### src/rtl/booth_pkg.sv
// Shared types and helpers for the Booth multiplier, MAC accumulator and PE array.
package booth_pkg;

  localparam int unsigned OP_W   = 7;
  localparam int unsigned PROD_W = 2 * OP_W;
  // Widest accumulator (32) plus its overflow guard bit.
  localparam int unsigned EXT_W  = 33;

  typedef enum logic [1:0] {IDLE, ACCUM, HOLD} mac_state_t;

  // Sign-extend a product; callers keep the low ACC_W(+1) bits they need.
  function automatic logic [EXT_W-1:0] sext_prod(input logic [PROD_W-1:0] prod);
    return {{(EXT_W - PROD_W){prod[PROD_W-1]}}, prod};
  endfunction

endpackage

### src/rtl/booth_done_edge.sv
// Rising-edge detector for the multiplier done level (synchronous reset).
module booth_done_edge (
  input  logic clk,
  input  logic rst,
  input  logic done_i,
  output logic rise_o
);

  logic done_q, done_d;

  // Previous level of done, tracked in every state.
  always_comb begin
    done_d = done_i;
  end

  // Delay register for edge detection.
  always_ff @(posedge clk) begin
    if (rst) begin
      done_q <= 1'b0;
    end else begin
      done_q <= done_d;
    end
  end

  assign rise_o = done_i & ~done_q;

endmodule

### src/rtl/booth_mac_accumulator.sv
// Dot-product accumulator fed by the Booth multiplier; sum returned via valid/ready.
// Optional macro BOOTH_MAC_SAT_EN: saturate on overflow and raise sticky acc_ovf,
// otherwise the sum wraps and acc_ovf is tied low.
module booth_mac_accumulator #(
  parameter int unsigned PROD_W = 14,
  parameter int unsigned ACC_W  = 20,
  parameter int unsigned LEN_W  = 4
) (
  input  logic              clk,
  input  logic              rst,
  input  logic              dot_start,
  input  logic [LEN_W-1:0]  dot_len,
  input  logic              mul_done,
  input  logic [PROD_W-1:0] mul_result,
  output logic [ACC_W-1:0]  acc_result,
  output logic              acc_valid,
  input  logic              acc_ready,
  output logic              busy,
  output logic [LEN_W-1:0]  prod_count,
  output logic              acc_ovf
);
  import booth_pkg::*;

  mac_state_t       state_q, state_d;
  logic [LEN_W-1:0] len_q, len_d;
  logic [LEN_W-1:0] cnt_q, cnt_d;
  logic [LEN_W-1:0] cnt_inc;
  logic [ACC_W-1:0] acc_q, acc_d;
  logic             valid_q, valid_d;
  logic             done_rise;

  logic [EXT_W-1:0] prod_ext;
  logic [ACC_W:0]   sum;
  logic             sum_ovf;
  logic [ACC_W-1:0] acc_next;
  logic             unused_prod_ext;

  booth_done_edge u_done_edge (
    .clk    (clk),
    .rst    (rst),
    .done_i (mul_done),
    .rise_o (done_rise)
  );

  // One guard bit above ACC_W: it disagrees with the MSB exactly on overflow.
  assign prod_ext        = sext_prod(mul_result);
  assign sum             = {acc_q[ACC_W-1], acc_q} + prod_ext[ACC_W:0];
  assign sum_ovf         = sum[ACC_W] ^ sum[ACC_W-1];
  assign cnt_inc         = cnt_q + 1'b1;
  assign unused_prod_ext = ^prod_ext;

`ifdef BOOTH_MAC_SAT_EN
  logic ovf_q, ovf_d;

  // Clamp toward the true sign (the guard bit) when the sum leaves range.
  always_comb begin
    acc_next = sum[ACC_W-1:0];
    if (sum_ovf) begin
      acc_next = sum[ACC_W] ? {1'b1, {(ACC_W-1){1'b0}}} : {1'b0, {(ACC_W-1){1'b1}}};
    end
  end

  // Sticky overflow: cleared by a new dot product, set by any saturating add.
  always_comb begin
    ovf_d = ovf_q;
    if (state_q == IDLE && dot_start) begin
      ovf_d = 1'b0;
    end else if (state_q == ACCUM && done_rise && sum_ovf) begin
      ovf_d = 1'b1;
    end
  end

  // Overflow flag register.
  always_ff @(posedge clk) begin
    if (rst) begin
      ovf_q <= 1'b0;
    end else begin
      ovf_q <= ovf_d;
    end
  end

  assign acc_ovf = ovf_q;
`else
  logic unused_sum_ovf;

  assign acc_next       = sum[ACC_W-1:0];
  assign acc_ovf        = 1'b0;
  assign unused_sum_ovf = sum_ovf;
`endif

  // Next-state logic for FSM, product counter and accumulator.
  always_comb begin
    state_d = state_q;
    len_d   = len_q;
    cnt_d   = cnt_q;
    acc_d   = acc_q;
    valid_d = valid_q;
    unique case (state_q)
      IDLE: begin
        // A product rising together with dot_start is dropped: start wins.
        if (dot_start) begin
          len_d = dot_len;
          cnt_d = '0;
          acc_d = '0;
          if (dot_len == '0) begin
            state_d = HOLD;
            valid_d = 1'b1;
          end else begin
            state_d = ACCUM;
          end
        end
      end
      ACCUM: begin
        if (done_rise) begin
          acc_d = acc_next;
          cnt_d = cnt_inc;
          if (cnt_inc == len_q) begin
            state_d = HOLD;
            valid_d = 1'b1;
          end
        end
      end
      HOLD: begin
        if (valid_q && acc_ready) begin
          valid_d = 1'b0;
          state_d = IDLE;
        end
      end
      default: state_d = IDLE;
    endcase
  end

  // State registers.
  always_ff @(posedge clk) begin
    if (rst) begin
      state_q <= IDLE;
      len_q   <= '0;
      cnt_q   <= '0;
      acc_q   <= '0;
      valid_q <= 1'b0;
    end else begin
      state_q <= state_d;
      len_q   <= len_d;
      cnt_q   <= cnt_d;
      acc_q   <= acc_d;
      valid_q <= valid_d;
    end
  end

  assign acc_result = acc_q;
  assign acc_valid  = valid_q;
  assign busy       = (state_q != IDLE);
  assign prod_count = cnt_q;

endmodule
### config.mk
export PLATFORM = sky130hd
export DESIGN_NAME = booth_mac_accumulator
export DESIGN_NICKNAME = d
export VERILOG_FILES = /design/src/rtl/booth_pkg.sv /design/src/rtl/booth_done_edge.sv /design/src/rtl/booth_mac_accumulator.sv
export SDC_FILE = /design/constraint.sdc
export NUM_CORES = 1
export LEC_CHECK = 0
export BUFFER_PORTS_ARGS = -buffer_cell sky130_fd_sc_hd__clkbuf_2
export CAP_MARGIN = 15
export CORE_ASPECT_RATIO = 1.1
export CORE_MARGIN = 3
export CORE_UTILIZATION = 25
export CTS_BUF_LIST = sky130_fd_sc_hd__clkbuf_16
export DETAILED_ROUTE_END_ITERATION = 7
export PLACE_DENSITY = 0.44
export SLEW_MARGIN = 20
export SYNTH_ARGS = -nofsm -noshare
export SYNTH_HDL_FRONTEND = slang
export SYNTH_HIERARCHICAL = 1
export SYNTH_SLANG_ARGS = --single-unit
### constraint.sdc
create_clock -name clk -period 2.55 [get_ports clk]
set_input_delay 0.6375 -clock clk [delete_from_list [all_inputs] [get_ports clk]]
set_output_delay 0.6375 -clock clk [all_outputs]
set_load 0.005 [all_outputs]
### Yosys cells after proc, flatten, opt, wreduce, memory -nomap -nowiden

Cells that the tools add are included.
Widths: inputs -> output; s select.

* register bits: 32
* output and inout bits: 27
* logic and storage cells: 46

* add/sub/neg operators: 2
* equal/unequal tests: 8
* multiplexer cells: 18
* bitwise operators: 2
* reduce and logical (&&, ||, !) cells: 10

Operator list (count)
* $mux 20: 2
* $pmux 20 s2: 1
* $add 20x14->20: 1
* $mux 2: 5
* $ne 2x2->1 const B: 5
* $mux 4: 2
* $pmux 4 s2: 1
* $pmux 2 s3: 1
* $reduce_and 6->1: 1
* $mux 1: 5
* $add 4x1->4 const B: 1
* $eq 4x4->1: 1
* $logic_not 4->1: 1
* $reduce_and 4->1: 1
* $reduce_bool 2->1: 2
* $pmux 1 s3: 1
* $reduce_and 3->1: 1
* $reduce_bool 3->1: 1
* $eq 2x1->1 const B: 1
* $eq 2x2->1 const B: 1
* $logic_not 2->1: 1
* $reduce_and 2->1: 1
* $and 1x1->1: 1
* $logic_and 1x1->1: 1
* $not 1->1: 1

### Logic depth before layout (Yosys ltp)

* depth after elaboration: 5
* mapped depth: 9
* gate-level depth less buffers: 9

### By module

The synthesis kept the hierarchy.

By module, submodules not included
* booth_mac_accumulator: instances 1, cells each 259, area an instance 2143.3 um^2
* booth_done_edge: instances 1, cells each 3, area an instance 47.5 um^2

### Worst setup path after synthesis

OpenSTA, ideal clock, no wires.

* kind: input -> register
* from: in mul_result[0]
* to: reg acc_q[16] (netlist: acc_result[16])
* setup time: 122 ps
* arrival: 2556 ps
* setup slack: -128 ps
* cell stages on the path: 9
* cells stage by stage: ha_1 > fa_1 > a21o_1 > a21o_1 > a211oi_2 > nor4_1 > o21ai_2 > mux2i_1 > a221o_1

* cells in the longest elaborated chain, start to end: 3

RTL lines
* start, declared: RTL line booth_mac_accumulator.sv:14 `input logic [PROD_W-1:0] mul_result,`
* $add 20x14->20: RTL line booth_mac_accumulator.sv:47 `assign sum = {acc_q[ACC_W-1], acc_q} + prod_ext[ACC_W:0];`
* $mux 20: RTL line booth_mac_accumulator.sv:114 `if (done_rise) begin`
* $pmux 20 s2: RTL line booth_mac_accumulator.sv:98 `unique case (state_q)`
* end signal, assigned: RTL line booth_mac_accumulator.sv:139 `acc_q <= '0;`
* end signal, assigned: RTL line booth_mac_accumulator.sv:145 `acc_q <= acc_d;`
* end, declared: RTL line booth_mac_accumulator.sv:28 `logic [ACC_W-1:0] acc_q, acc_d;`

Every way passes these cells. The select of a mux whose other input is x is not followed.
A chain may end at the register's enable or synchronous reset.

### Final worst setup path

Ends and elaborated chain as after synthesis.

==> summary.txt <==
DRT antenna net count -> 0
CP startpoint kind -> input port
GRT Total Usage -> 13.0%
Crit path cell chain -> clkbuf_2 > ha_2 > fa_2 > a21o_1 > a21o_1 > a211oi_4 > nor4_2 > o21ai_2 > mux2i_1 > a221o_1
Gp weighted congestion -> 0.798
Die Footprint -> 0.00992 mm2
Vias in the first global route -> 2129
Remaining routing DRC violations -> 0
Status -> complete, no violations
Post-Route Skew -> 0.00688 ns
Clock tree sinks -> 32
Root Buffer -> clkbuf_16
Adder-Cell Fraction of Synth Area -> 12.3%
Vias -> 2176
Final net count -> 396
Largest net degree at the start of global routing -> 14
Htree depth -> 2
EDFF count, synth -> 0
Compound-cell area share of the yosys netlist -> 27.5%
Max Cap Viol -> 0
Die height -> 104 um
Vias per cell -> 4.69
Boundary Pins -> 50
IO buf count -> 48
Largest family of logic cells by synthesized area -> compound AO/OA/AOI/OAI gates
Chip Width -> 95.3 um
RSZ-0062 raised after global routing -> false
Crit-path slowest cell -> fa_2
Synth async-reset ratio -> 0%
Max clock buf depth -> 2
Leakage power -> 1.40 nW
Syn_area_per_cell -> 8.36 um2
Core Rows -> 35
Crit path largest cell delay -> 0.34 ns
Net Count, Synth -> 306
CP dominant cell by count -> a21o_1
Crit-path max FO -> 4
Starting Density -> 25.9%
Fin crit share -> 94.7%
Post-DP HPWL -> 4.79 mm
WL/cell -> 13.3 um
N_diodes -> 0
Achievable Freq -> 414 MHz
Mux cell area share after synthesis -> 0.914%
Cell area after synthesis -> 0.00219 mm2
CTS tree -> yes
CP Class -> input port to flip-flop
Xor/xnor cell area share of the yosys netlist -> 7.60%
Worst EP required -> 2.72 ns
Worst R2R Setup Slack -> 0.24 ns
Post-synth top area share -> 29.2%
GR Overflow Total -> 0
Peak supply drop -> 0.212 mV
Yosys cell types -> 55
Final hold vios -> 0
Simple-gate area share of the yosys netlist -> 19.4%
Fillers -> 889
Final Slew Violations -> 0
Drt pass-1 iters -> 4
CP endpoint kind -> flip-flop
Synthesized flop and latch total -> 32
DRT Wirelength -> 6.17 mm
Core ar. -> 0.00845 mm2
DR iter-0 viols -> 81
Seq/Total Area, Yosys -> 29.2%
Layout cells sized above 1 -> 32.9%
HP Class -> flip-flop to flip-flop
Most used DFF post-synth -> dfxtp_1
Area Overhead vs Synth -> 37.7%
Post-layout util -> 35.7%
Cell Pwr Density -> 491 mW/mm2
Total CTS buffers -> 5
Synthesized instance count -> 262
Final setup viols -> 0
Ys Warns -> 6
Min Clock Period, post-route -> 2.42 ns
Cell taking the most area after synthesis -> dfxtp_1
Initial antenna violation count -> 0
Worst skew pair latency -> 0.28 ns
Top cells by area, synth -> dfxtp_1 (29%), ha_1 (11%), a21oi_1 (5.3%)
Worst-margin pin slew -> 1.09 ns
Min Hold Slack -> 0.474 ns
First-pass GRT wire length -> 10.3 mm
Slew HR -> 27.2%
Arr. time, crit path -> 2.59 ns
Clock slew at reported path FFs -> 0.06 ns
[final timing paths]
path / start / end / depth (start not counted)
worst max-delay path: mul_result[0] / acc_result[16]$_SDFFE_PP0P_ / 10
worst max register to register: acc_result[0]$_SDFFE_PP0P_ / acc_result[16]$_SDFFE_PP0P_ / 9
worst min register to register: acc_valid$_SDFFE_PP0P_ / acc_valid$_SDFFE_PP0P_ / 2
worst min-delay path: acc_valid$_SDFFE_PP0P_ / acc_valid$_SDFFE_PP0P_ / 2
[cell families after synthesis]
logic type,count (synthesis)
buffers and inverters,12
adder cells (fa/ha/maj),21
flip-flops,32
other,1
AND/OR/NAND/NOR,83
XOR/XNOR,19
multiplexers,2
AO/OA/AOI/OAI,92
[state kept, by name (all words and copies together), names as in the netlist]
signal and flops:
acc_result 20, acc_valid 1, len_q 4, prod_count 4, state_q 2, u_done_edge/done_q 1
[synthesized netlist by cell type, types with 2 or more instances]
library cell and count:
nand4_1 4, a21o_1 10, a31oi_1 3, nor4_1 3, o211ai_1 2, nand3_1 7
buf_4 2, o21bai_1 4, and3_1 2, o21ai_0 23, clkbuf_1 5, nor2b_4 2
ha_1 20, nor3_1 6, or4_1 3, a211oi_2 2, a22oi_1 8, or2_2 2
nand2_1 23, mux2i_1 2, nor2b_1 2, inv_1 3, xor2_1 9, o21a_1 2
a21oi_1 23, o31a_1 2, xnor2_1 10, dfxtp_1 32, nor2_1 20
[routing by layer]
layer	up-vias	track usage, %	routed length (um)
met5	-	0	0
met4	0	3.09	67
met3	8	3.11	303
met2	43	20.4	2790
met1	971	17.7	3010
li1	1154	-	-
[layout by cell type (no fill, tap or decap), drive strengths merged, types with 4 or more instances in the layout]
master and count:
a21o 10, a21oi 24, a22oi 8, buf 44, clkbuf 53, dfxtp 32, ha 20, nand2 24
nand3 7, nand4 4, nor2 20, nor2b 4, nor3 7, o21ai 25, o21bai 4, xnor2 10
xor2 9
[worst max-delay path: cells and delay by family]
family / cells / cell delay, ns
fa+ha+maj: 2 / 0.52
simple gates: 1 / 0.07
buf+inv: 1 / 0.08
mux: 1 / 0.10
compound gates: 5 / 1.16
[cell type report]
| class | count | area, um2 | area share (%) |
|---|---|---|---|
| Multi-Input combinational cell | 218 | 1510 | 49.9 |
| Sequential cell | 32 | 641 | 21.2 |
| Timing Repair Buffer | 92 | 571 | 18.9 |
| Tap cell | 111 | 139 | 4.60 |
| Clock buffer | 5 | 125 | 4.15 |
| Clock inverter | 3 | 23.8 | 0.788 |
| Inverter | 3 | 11.3 | 0.373 |
[power by group]
part / total, W / switching, W / internal, W
Combinational: 0.000320 / 0.000162 / 0.000158
Sequential: 0.000541 / 0.0000195 / 0.000521
Clock: 0.000622 / 0.000258 / 0.000364
[through the flow]
| step | std cells | total power, W | TNS [ns] | area, um2 | setup WS (ns) |
|---|---|---|---|---|---|
| floorplan | 262 | 0.000730 | 0 | 2200 | 0.00660 |
| global placement | 455 | 0.000870 | -0.853 | 2850 | -0.152 |
| detailed placement | 455 | 0.000869 | -0.981 | 2850 | -0.168 |
| CTS | 463 | 0.00150 | 0 | 3000 | 0.113 |
| global route | 464 | 0.00156 | 0 | 3020 | 0.0128 |
| finish | 464 | 0.00148 | 0 | 3020 | 0.135 |
[what timing repair did]
action	CTS	global route
gates resized for setup	0	2
setup endpoints to repair	0	2
hold buffers	0	0
buffers inserted	0	1
Note: power is estimated with default switching activity, not from simulation.
